[config.mk]
export PLATFORM = sky130hd
export DESIGN_NAME = rr_arbiter4
export DESIGN_NICKNAME = d
export VERILOG_FILES = /design/src/rtl/rr_arbiter4_pkg.sv /design/src/rtl/rr_arbiter4_pick.sv /design/src/rtl/rr_arbiter4.sv
export SDC_FILE = /design/constraint.sdc
export NUM_CORES = 1
export LEC_CHECK = 0
export BUFFER_PORTS_ARGS = -buffer_cell sky130_fd_sc_hd__clkbuf_2
export CORE_MARGIN = 3
export CORE_UTILIZATION = 55
export CTS_BUF_LIST = sky130_fd_sc_hd__clkbuf_4 sky130_fd_sc_hd__clkbuf_8
export DETAILED_ROUTE_END_ITERATION = 10
export PLACE_DENSITY = 0.76
export RECOVER_POWER = 25
export SLEW_MARGIN = 10
export SYNTH_ARGS = -nofsm -noshare
export SYNTH_HDL_FRONTEND = slang
export SYNTH_SLANG_ARGS = --single-unit
[constraint.sdc]
create_clock -name clk -period 4.28 [get_ports clk]
set_clock_uncertainty 0.1 [all_clocks]
set_input_delay 1.284 -clock clk [delete_from_list [all_inputs] [get_ports clk]]
set_output_delay 1.284 -clock clk [all_outputs]
set_load 0.05 [all_outputs]
[src/rtl/rr_arbiter4_pkg.sv]
// Shared definitions for the four-way round-robin arbiter.
// Holds the state encoding, the size constants and the index-to-one-hot helper.
package rr_arbiter4_pkg;

  localparam int NUM_REQ = 4;
  localparam int IDX_W   = 2;

  typedef enum logic {
    ST_IDLE  = 1'b0,
    ST_GRANT = 1'b1
  } state_e;

  function automatic logic [NUM_REQ-1:0] idx2onehot(input logic [IDX_W-1:0] idx);
    return 4'b0001 << idx;
  endfunction

endpackage

[src/rtl/rr_arbiter4_pick.sv]
// Combinational round-robin pick: the search starts just after 'last' and wraps.
// 'last' itself is searched last, so it only wins when it is the sole requester.
module rr_pick
  import rr_arbiter4_pkg::*;
(
  input  logic [3:0] req,
  input  logic [1:0] last,
  output logic [1:0] idx,
  output logic       any
);

  logic [1:0] w_base;
  logic [7:0] w_dbl;
  logic [3:0] w_rot;
  logic [1:0] w_off;

  // Rotate so that requester (last+1) lands at bit 0.
  assign w_base = last + 2'd1;
  assign w_dbl  = {req, req} >> w_base;
  assign w_rot  = w_dbl[3:0];

  // Fixed-priority encode of the rotated vector; the lowest set bit wins.
  always_comb begin
    w_off = 2'd0;
    casez (w_rot)
      4'b???1: w_off = 2'd0;
      4'b??10: w_off = 2'd1;
      4'b?100: w_off = 2'd2;
      4'b1000: w_off = 2'd3;
      default: w_off = 2'd0;
    endcase
  end

  // Undo the rotation to get the absolute requester index.
  assign idx = w_base + w_off;
  assign any = |req;

endmodule

[src/rtl/rr_arbiter4.sv]
// Four-way round-robin arbiter with a registered one-hot grant and bounded hold time.
// A holder is forced to hand over after MAX_HOLD cycles, but only when someone else is waiting.
module rr_arbiter4
  import rr_arbiter4_pkg::*;
#(
  parameter int MAX_HOLD = 8,
  parameter int CNT_W    = 4
) (
  input  logic       clk,
  input  logic       rst,
  input  logic [3:0] req,
  output logic [3:0] gnt,
  output logic [1:0] gnt_id,
  output logic       v
);

  localparam logic [CNT_W-1:0] HOLD_MAX = CNT_W'(MAX_HOLD);

  state_e           r_state;
  logic [1:0]       r_last;
  logic [CNT_W-1:0] r_cnt;
  logic [3:0]       r_gnt;
  logic [1:0]       r_gnt_id;
  logic             r_v;

  logic [1:0] w_pick_idx;
  logic       w_pick_any;
  logic       w_own_req;
  logic       w_others;

  rr_pick u_pick (
    .req  (req),
    .last (r_last),
    .idx  (w_pick_idx),
    .any  (w_pick_any)
  );

  assign w_own_req = req[r_last];
  assign w_others  = |(req & ~idx2onehot(r_last));

  // Arbitration state, hold counter and registered grant outputs.
  always_ff @(posedge clk or posedge rst) begin
    if (rst) begin
      r_state  <= ST_IDLE;
      r_last   <= 2'd3;
      r_cnt    <= '0;
      r_gnt    <= 4'b0000;
      r_gnt_id <= 2'd0;
      r_v      <= 1'b0;
    end else begin
      case (r_state)
        ST_IDLE: begin
          if (w_pick_any) begin
            r_state  <= ST_GRANT;
            r_gnt    <= idx2onehot(w_pick_idx);
            r_gnt_id <= w_pick_idx;
            r_last   <= w_pick_idx;
            r_cnt    <= CNT_W'(1);
            r_v      <= 1'b1;
          end else begin
            r_state <= ST_IDLE;
          end
        end
        ST_GRANT: begin
          // Release beats preemption; the pick never returns the owner while others wait.
          if (!w_own_req && w_others) begin
            r_gnt    <= idx2onehot(w_pick_idx);
            r_gnt_id <= w_pick_idx;
            r_last   <= w_pick_idx;
            r_cnt    <= CNT_W'(1);
          end else if (!w_own_req) begin
            r_state  <= ST_IDLE;
            r_gnt    <= 4'b0000;
            r_gnt_id <= 2'd0;
            r_cnt    <= '0;
            r_v      <= 1'b0;
          end else if (r_cnt == HOLD_MAX && w_others) begin
            r_gnt    <= idx2onehot(w_pick_idx);
            r_gnt_id <= w_pick_idx;
            r_last   <= w_pick_idx;
            r_cnt    <= CNT_W'(1);
          end else if (r_cnt < HOLD_MAX) begin
            r_cnt <= r_cnt + CNT_W'(1);
          end else begin
            r_cnt <= r_cnt;
          end
        end
        default: begin
          r_state  <= ST_IDLE;
          r_gnt    <= 4'b0000;
          r_gnt_id <= 2'd0;
          r_cnt    <= '0;
          r_v      <= 1'b0;
        end
      endcase
    end
  end

  assign gnt    = r_gnt;
  assign gnt_id = r_gnt_id;
  assign v      = r_v;

endmodule
==> results of run 1 <==
[area by class of cell]
type / count / area [um2] / area share
timing repair buffer: 12 / 60.1 / 0.0525
inverter: 9 / 33.8 / 0.0295
sequential: 14 / 353 / 0.308
multi-input combinational: 75 / 631 / 0.551
clock buffer: 4 / 36.3 / 0.0317
tap: 25 / 31.3 / 0.0273
[routing by layer]
layer / share of wire / track usage
met2: 0.47 / 0.291
met1: 0.48 / 0.243
met4: 0.013 / 0.0737
met5: 0 / 0
met3: 0.027 / 0.0211
[cells by family after synthesis]
logic type | count (synthesis)
mux | 7
xor+xnor | 3
simple gates | 31
buf+inv | 15
flops | 14
fa+ha+maj | 7
compound gates | 27
[cells in the mapped netlist, types with 3 or more instances]
cell	instances	area share
o21ai_0	3	0.014
nand2_1	8	0.028
nor2b_1	8	0.047
dfrtp_1	12	0.28
mux2_2	3	0.032
inv_1	9	0.032
ha_1	7	0.082
a21oi_1	6	0.028
[registers in the layout (all words and copies together), names as in the netlist]
signal   count
gnt          4
gnt_id       2
r_cnt        4
r_last       2
r_state      1
v            1
[through the flow]
| stage | worst slack [ns] | hold slack, ns |
|---|---|---|
| CTS | 1.32 | 0.401 |
| global route | 1.07 | 0.431 |
| floorplan | 1.38 | 0.413 |
| global placement | 1.17 | 0.363 |
| detailed placement | 1.13 | 0.379 |
| finish | 1.36 | 0.416 |
[worst register-to-register path: cells and delay by family (launching register included)]
family | cells | cell delay (ns)
compound gates | 4 | 0.72
simple gates | 2 | 0.13
xor+xnor | 2 | 0.40
fa+ha+maj | 2 | 0.63
flops | 1 | 0.69
buf+inv | 1 | 0.13
[how the worst min path moves through the flow]
stage	cells past startpoint	endpoint	slack, ns
6_report	2	gnt[1]	0.42
5_1_grt	2	gnt[1]	0.43
4_1_cts	2	gnt_id[0]	0.40
3_5_place_dp	2	gnt_id[0]	0.38
3_3_place_gp	2	gnt[0]	0.36
2_1_floorplan	1	v	0.41
==> results.cfg, run 1 <==
[worst_setup_path]
r2r_setup_slack_ns = 1.36
cp.required_ns = 4.35
crit_top_cell = a21oi_1
cp-end-kind = flip-flop
crit_chain = inv_1 -> ha_1 -> nand2_1 -> a21oi_1 -> nor2_1 -> a21oi_1 -> a21oi_1 -> ha_1 -> xnor2_1 -> xnor2_2 -> o41ai_2
cp-start-kind = flip-flop
ff2ff_path_depth = 11
critPathMaxFanout = 13
timing.rr.start = r_last[0]
cp_slowest_stage_delay_ns = 0.69
critical-path-top-delay-family = compound AO/OA/AOI/OAI gates
crit_start = r_last[0]
cp.depth = 11
regToRegEndpoint = gnt[0]
critPathBufInv = 1
crit_type = flip-flop to flip-flop
arrival_ns = 2.99
cp-endpoint = gnt[0]
slowest_stage = dfstp_2

[placed_design]
numPortBuffers = 12
placed_area_um2 = 1110
gp_congestion = 0.815
dp_hpwl_um = 1420
placed_cells = 135

[synth]
ys_types = 42
synth_cells = 104
synthXorXnorAreaFrac = 0.0317
synth-seq-cells = 14
syn-cell-area_um2 = 1060
synth-edff-count = 0
yosys_warnings = 0
synth_compound_area_frac = 0.215
syn_avg_cell_area_um2 = 10.2
async_reset_ff_frac = 1.00
ys.flop_type = dfrtp_1
synth-simple-area-share = 0.173
synthMuxAreaShare = 0.0905
yosys.area_share.adder = 0.0823
ys_seq_area_frac = 0.331
synth_nets = 117
synth_top_family_by_area = compound AO/OA/AOI/OAI gates

[timing]
tightest_slew_ns = 0.601
min_period_ns = 2.92
finalSetupViolCount = 0
relSlewSlack = 0.595
rsz0062_at_grt = false
final_hold_viol_count = 0
fin_crit_sh = 0.681
finalMaxSlewViolations = 0
fmaxAchievable_ghz = 0.343
tns_ns = 0

[cells_and_area]
instances_no_fill = 139
stdcell_area_um2 = 1140
drive_gt1_frac = 0.281
final_cell_mix = dfrtp_1 (12), clkbuf_2 (12), inv_1 (9)
final_util = 0.642
syn_to_final_growth_pct = 7.52
antenna_cells = 0
nFillCells = 134
final_nets = 128

[die]
rows = 15
ioPinCount = 13
die_w_um = 50
dieArea_um2 = 2500
die_height_um = 50
start_util = 0.597
fp.coreArea_um2 = 1780

[route]
wl_per_cell_um = 14.0
num_vias = 788
dr.pass1.iters = 4
ant_nets = 0
drt-total-wl_um = 1950
drc = 0
viasPerCell = 5.67
drtIter0Drc = 16

[status]
outcome = completed

[clock_tree]
cts_tree = built
cts_sinks = 14
cts_buffers = 3
post-cts-setup-buffers = 0
htree_levels = 1
clk_pin_slew_ns = 0.09
cts_resized = 0
clockBufferDepth = 2
cts_root_buffer = clkbuf_4
clk_latency_ns = 0.28
ctsHoldBuffers = 0

[global_routing]
grt_pass1_wl_um = 3480
grt_pass1_vias = 737
track_usage = 0.181
grt_antenna_before_repair = 0
grt_max_degree = 15
overflow = 0

[min_path]
worstHoldStart = gnt[1]
hold_class = flip-flop to flip-flop

[run]
drv_cap = 0
Power of run 1 is left out: the tool's default activity adds up to more than one toggle a clock period on the data nets, which glitch-free logic cannot reach.
==> run 2: changes to the inputs <==
clock period = 2.77 ns   (was 4.28 ns; I/O delays follow)
==> run 2 against run 1 <==
Highest routed layer unchanged. Non-clock buffer count up 6. Sequential cell count stayed put. Cell area up 4.8%. Fmax rose by 13%.
==> results.cfg, run 2 (synthesized netlist as in run 1, its figures left out) <==
[worst_setup_path]
cp-end-kind = flip-flop
ff2ff_path_depth = 11
regToRegEndpoint = gnt[0]
timing.rr.start = r_last[0]
critPathMaxFanout = 7
cp.required_ns = 2.85
cp-start-kind = flip-flop
r2r_setup_slack_ns = 0.18
crit_type = flip-flop to flip-flop
arrival_ns = 2.67

[timing]
finalSetupViolCount = 0
final_hold_viol_count = 0
tns_ns = 0
hold_slack_ns = 0.400
finalMaxSlewViolations = 0
rsz0062_at_grt = false
tightest_slew_ns = 0.521
min_period_ns = 2.59
relSlewSlack = 0.652
fin_crit_sh = 0.935
fmaxAchievable_ghz = 0.386

[die]
start_util = 0.597
fp.coreArea_um2 = 1780
dieArea_um2 = 2500
die_height_um = 50
die_w_um = 50
rows = 15
ioPinCount = 13

[route]
dr.pass1.iters = 4
wl_per_cell_um = 13.8
viasPerCell = 5.54
drt-total-wl_um = 2010
ant_nets = 0
drc = 0
num_vias = 804
drtIter0Drc = 12

[min_path]
hold_path_end = gnt[3]
worstHoldStart = gnt[3]
hold_class = flip-flop to flip-flop
hold_path_depth = 1

[cells_and_area]
final_nets = 134
multi_input_comb_area_um2 = 641
drive_gt1_frac = 0.333
antenna_cells = 0
seqCellArea_um2 = 353
final_cell_mix = dfrtp_1 (12), clkbuf_2 (12), inv_1 (9)
syn_to_final_growth_pct = 12.7
nFillCells = 140

[power]
intPower_uw = 878
clkPwrFrac = 0.087
power.density_nw_per_um2 = 1380
seqPwrFrac = 0.222
p_switching_uw = 775
swShare = 0.469
power_leakage_uw = 0.000581
pwr-share-comb = 0.691
ir_drop_mv = 0.930

[clock_tree]
clockBufferDepth = 2
cts_tree = built
cts_buffers = 3
ctsHoldBuffers = 0
clk_pin_slew_ns = 0.08
htree_levels = 1
clk_latency_ns = 0.28
cts_root_buffer = clkbuf_4
cts_sinks = 14

[global_routing]
overflow = 0
grt_max_degree = 15
grt_antenna_before_repair = 0
grt_pass1_vias = 795
track_usage = 0.180
grt_pass1_wl_um = 3530

[placed_design]
numPortBuffers = 12
gp_congestion = 0.801
dp_hpwl_um = 1520

[status]
outcome = completed

[run]
drv_cap = 0
## run 2: cell types whose count changed in the layout (fill, tap and decap cells not counted), sizes merged
| cell | change |
|---|---|
| buf | +6 |
## run 2: timing repair
item / CTS / global route
setup endpoints to repair: 0 / 1
resized for setup: 0 / 2
buffers inserted: 0 / 0
## run 2: through the flow
step                total power (uW)  cells   util  cell area, um2  worst slack [ns]
floorplan                       1280    104      -            1060             0.169
global placement                1450    141  0.647            1150             0.172
detailed placement              1480    141  0.647            1150            0.0846
CTS                             1630    145  0.667            1190             0.132
global route                    1790    145  0.673            1200           0.00484
finish                          1650    145  0.673            1200             0.181
## run 2: routing by layer
layer,vias to the layer above,global-route usage,part of all wire
li1,404,-,-
met1,383,0.255,0.51
met2,13,0.278,0.45
met3,4,0.0121,0.025
met4,0,0.0829,0.019
met5,-,0,0
## run 2: layout make-up
class	instances	area share
Multi-Input combinational cell	75	0.534
Sequential cell	14	0.294
Timing Repair Buffer	18	0.0876
Clock buffer	4	0.0302
Inverter	9	0.0282
Tap cell	25	0.0261
## run 2: power by group through the flow
stage	logic, uW	clock network (uW)	registers, uW
finish	1140	143	367
global route	1250	156	381
CTS	1120	148	365
detailed placement	1110	0	369
global placement	1080	0	365
floorplan	763	0	520
## run 2: worst max-delay path, stage by stage (launching register included)
cell and delay [ns]:
dfstp_2 0.53, inv_1 0.07, ha_2 0.42, nand2_1 0.07, a21oi_1 0.14, nor2_1 0.05
a21oi_1 0.12, a21oi_1 0.08, ha_1 0.21, xnor2_2 0.15, xnor2_2 0.19, o41ai_2 0.34
## run 2: worst max path at each step
stage | from | cells past startpoint | to
2_1_floorplan | r_last[0] | 13 | gnt[0]
3_3_place_gp | req[0] | 9 | gnt[0]
3_5_place_dp | req[0] | 9 | gnt[0]
4_1_cts | r_last[0] | 11 | gnt[0]
5_1_grt | r_last[0] | 11 | gnt[0]
6_report | r_last[0] | 11 | gnt[0]
Note: power is estimated with default switching activity, not from simulation.
==> run 3: changes to the inputs <==
CORE_ASPECT_RATIO = 1.25   (was unset)
CORE_UTILIZATION = 56   (was 55)
MAX_ROUTING_LAYER = met4   (was unset)
PLACE_DENSITY = 0.77   (was 0.76)
==> run 3 against run 2 <==
Wire length down 2.2%. Clock-buffer cell count stayed put. Core utilization hardly changed. Clock power fell by 3%. Non-clock buffer count unchanged. Die area fell by 1.5%. Cell count is 4.1% lower. Register-to-register slack better by 0.06 ns. Combinational power about the same. Fmax grew 2.6%. Largest cell class unchanged. Largest power group unchanged.
==> results.cfg, run 3 (synthesized netlist as in run 1, its figures left out) <==
[status]
outcome = completed

[timing]
min_period_ns = 2.52
relSlewSlack = 0.655
finalSetupViolCount = 0
rsz0062_at_grt = false
fin_crit_sh = 0.911
final_hold_viol_count = 0
tightest_slew_ns = 0.517
fmaxAchievable_ghz = 0.396
tns_ns = 0
finalMaxSlewViolations = 0

[clock_tree]
cts_buffers = 3
clockBufferDepth = 2
htree_levels = 1
ctsHoldBuffers = 0
cts_tree = built
clk_latency_ns = 0.27
clk_pin_slew_ns = 0.08
cts_resized = 0
post-cts-setup-buffers = 0
cts_root_buffer = clkbuf_4
cts_sinks = 14

[placed_design]
placed_area_um2 = 1150
dp_hpwl_um = 1570
numPortBuffers = 12
gp_congestion = 0.788

[worst_setup_path]
cp-endpoint = gnt[0]
cp-start-kind = flip-flop
critical-path-top-delay-family = compound AO/OA/AOI/OAI gates
regToRegEndpoint = gnt[0]
r2r_setup_slack_ns = 0.25
critPathBufInv = 1
cp.required_ns = 2.84
cp-end-kind = flip-flop
arrival_ns = 2.59
cp_slowest_stage_delay_ns = 0.53
critPathMaxFanout = 6
crit_start = r_last[1]
slowest_stage = dfstp_2
crit_type = flip-flop to flip-flop
cp.depth = 11
ff2ff_path_depth = 11
crit_top_cell = a21oi_1
timing.rr.start = r_last[1]
crit_chain = inv_1 -> ha_4 -> nand2_1 -> a21oi_1 -> nor2_1 -> a21oi_1 -> a21oi_1 -> ha_1 -> xnor2_2 -> xnor2_2 -> o41ai_2

[cells_and_area]
stdcell_area_um2 = 1200
final_cell_mix = dfrtp_1 (12), clkbuf_2 (12), inv_1 (9)
final_util = 0.673
syn_to_final_growth_pct = 12.9
nFillCells = 133
antenna_cells = 0
drive_gt1_frac = 0.333
final_nets = 134

[die]
rows = 17
fp.coreArea_um2 = 1790
ioPinCount = 13
die_height_um = 54.8
start_util = 0.596
die_w_um = 45
dieArea_um2 = 2460

[power]
p_switching_uw = 781
swShare = 0.465
power_leakage_uw = 0.000583
intPower_uw = 898
pwr-share-comb = 0.699
seqPwrFrac = 0.218
ir_drop_mv = 1.10
clkPwrFrac = 0.083
power.density_nw_per_um2 = 1400

[route]
drc = 0
drt-total-wl_um = 1960
num_vias = 806
wl_per_cell_um = 14.1
ant_nets = 0
drtIter0Drc = 6
dr.pass1.iters = 4
viasPerCell = 5.80

[global_routing]
grt_pass1_wl_um = 3270
track_usage = 0.184
overflow = 0
grt_pass1_vias = 756
grt_max_degree = 15
grt_antenna_before_repair = 0

[run]
drv_cap = 0

[min_path]
hold_class = flip-flop to flip-flop
-- run 3: cell counts in the layout (fill, tap and decap cells not counted) --
Identical to the previous run, type by type.
-- run 3: power by group through the flow --
stage               Clock (uW)  Combinational (uW)  Sequential, uW
floorplan                    0                 763             520
global placement             0                1100             366
detailed placement           0                1120             370
CTS                        144                1130             366
global route               150                1280             379
finish                     139                1170             366
-- run 3: area by class of cell --
cell class,count,area [um2],area share
inverters,9,33.8,0.0281
repair buffers,18,105,0.0874
well taps,19,23.8,0.0198
clock buffers,4,36.3,0.0302
flip-flops and latches,14,353,0.293
multi-input cells,75,651,0.541
-- run 3: stage by stage --
stage | hold WS [ns] | setup slack [ns] | power (uW) | cells
detailed placement | 0.387 | 0.0591 | 1490 | 135
global route | 0.429 | 0.0754 | 1800 | 139
finish | 0.397 | 0.245 | 1680 | 139
CTS | 0.403 | 0.119 | 1640 | 139
floorplan | 0.413 | 0.169 | 1280 | 104
global placement | 0.366 | 0.171 | 1460 | 135
-- run 3: worst reg2reg max path: cells and delay by family, from the launching register on --
kind	cells	cell delay (ns)
fa+ha+maj	2	0.53
flops	1	0.53
simple gates	2	0.11
buf+inv	1	0.11
compound gates	4	0.69
xor+xnor	2	0.35
-- run 3: worst min path at each step --
| stage | startpoint | endpoint | slack, ns | cells after the start |
|---|---|---|---|---|
| final | gnt[0] | gnt[0] | 0.40 | 2 |
| after global routing | gnt[0] | gnt[0] | 0.43 | 2 |
| after CTS | gnt[1] | gnt[1] | 0.40 | 2 |
| after detailed placement | gnt[1] | gnt[1] | 0.39 | 2 |
| after global placement | gnt[0] | gnt[0] | 0.37 | 2 |
| after floorplan | r_state | v | 0.41 | 1 |
-- run 3: layer usage --
metal | vias up | part of all wire | global-route usage
li1 | 407 | - | -
met1 | 385 | 0.44 | 0.235
met2 | 10 | 0.53 | 0.311
met3 | 4 | 0.022 | 0.00987
met4 | 0 | 0.0071 | 0.0585
met5 | - | 0 | -
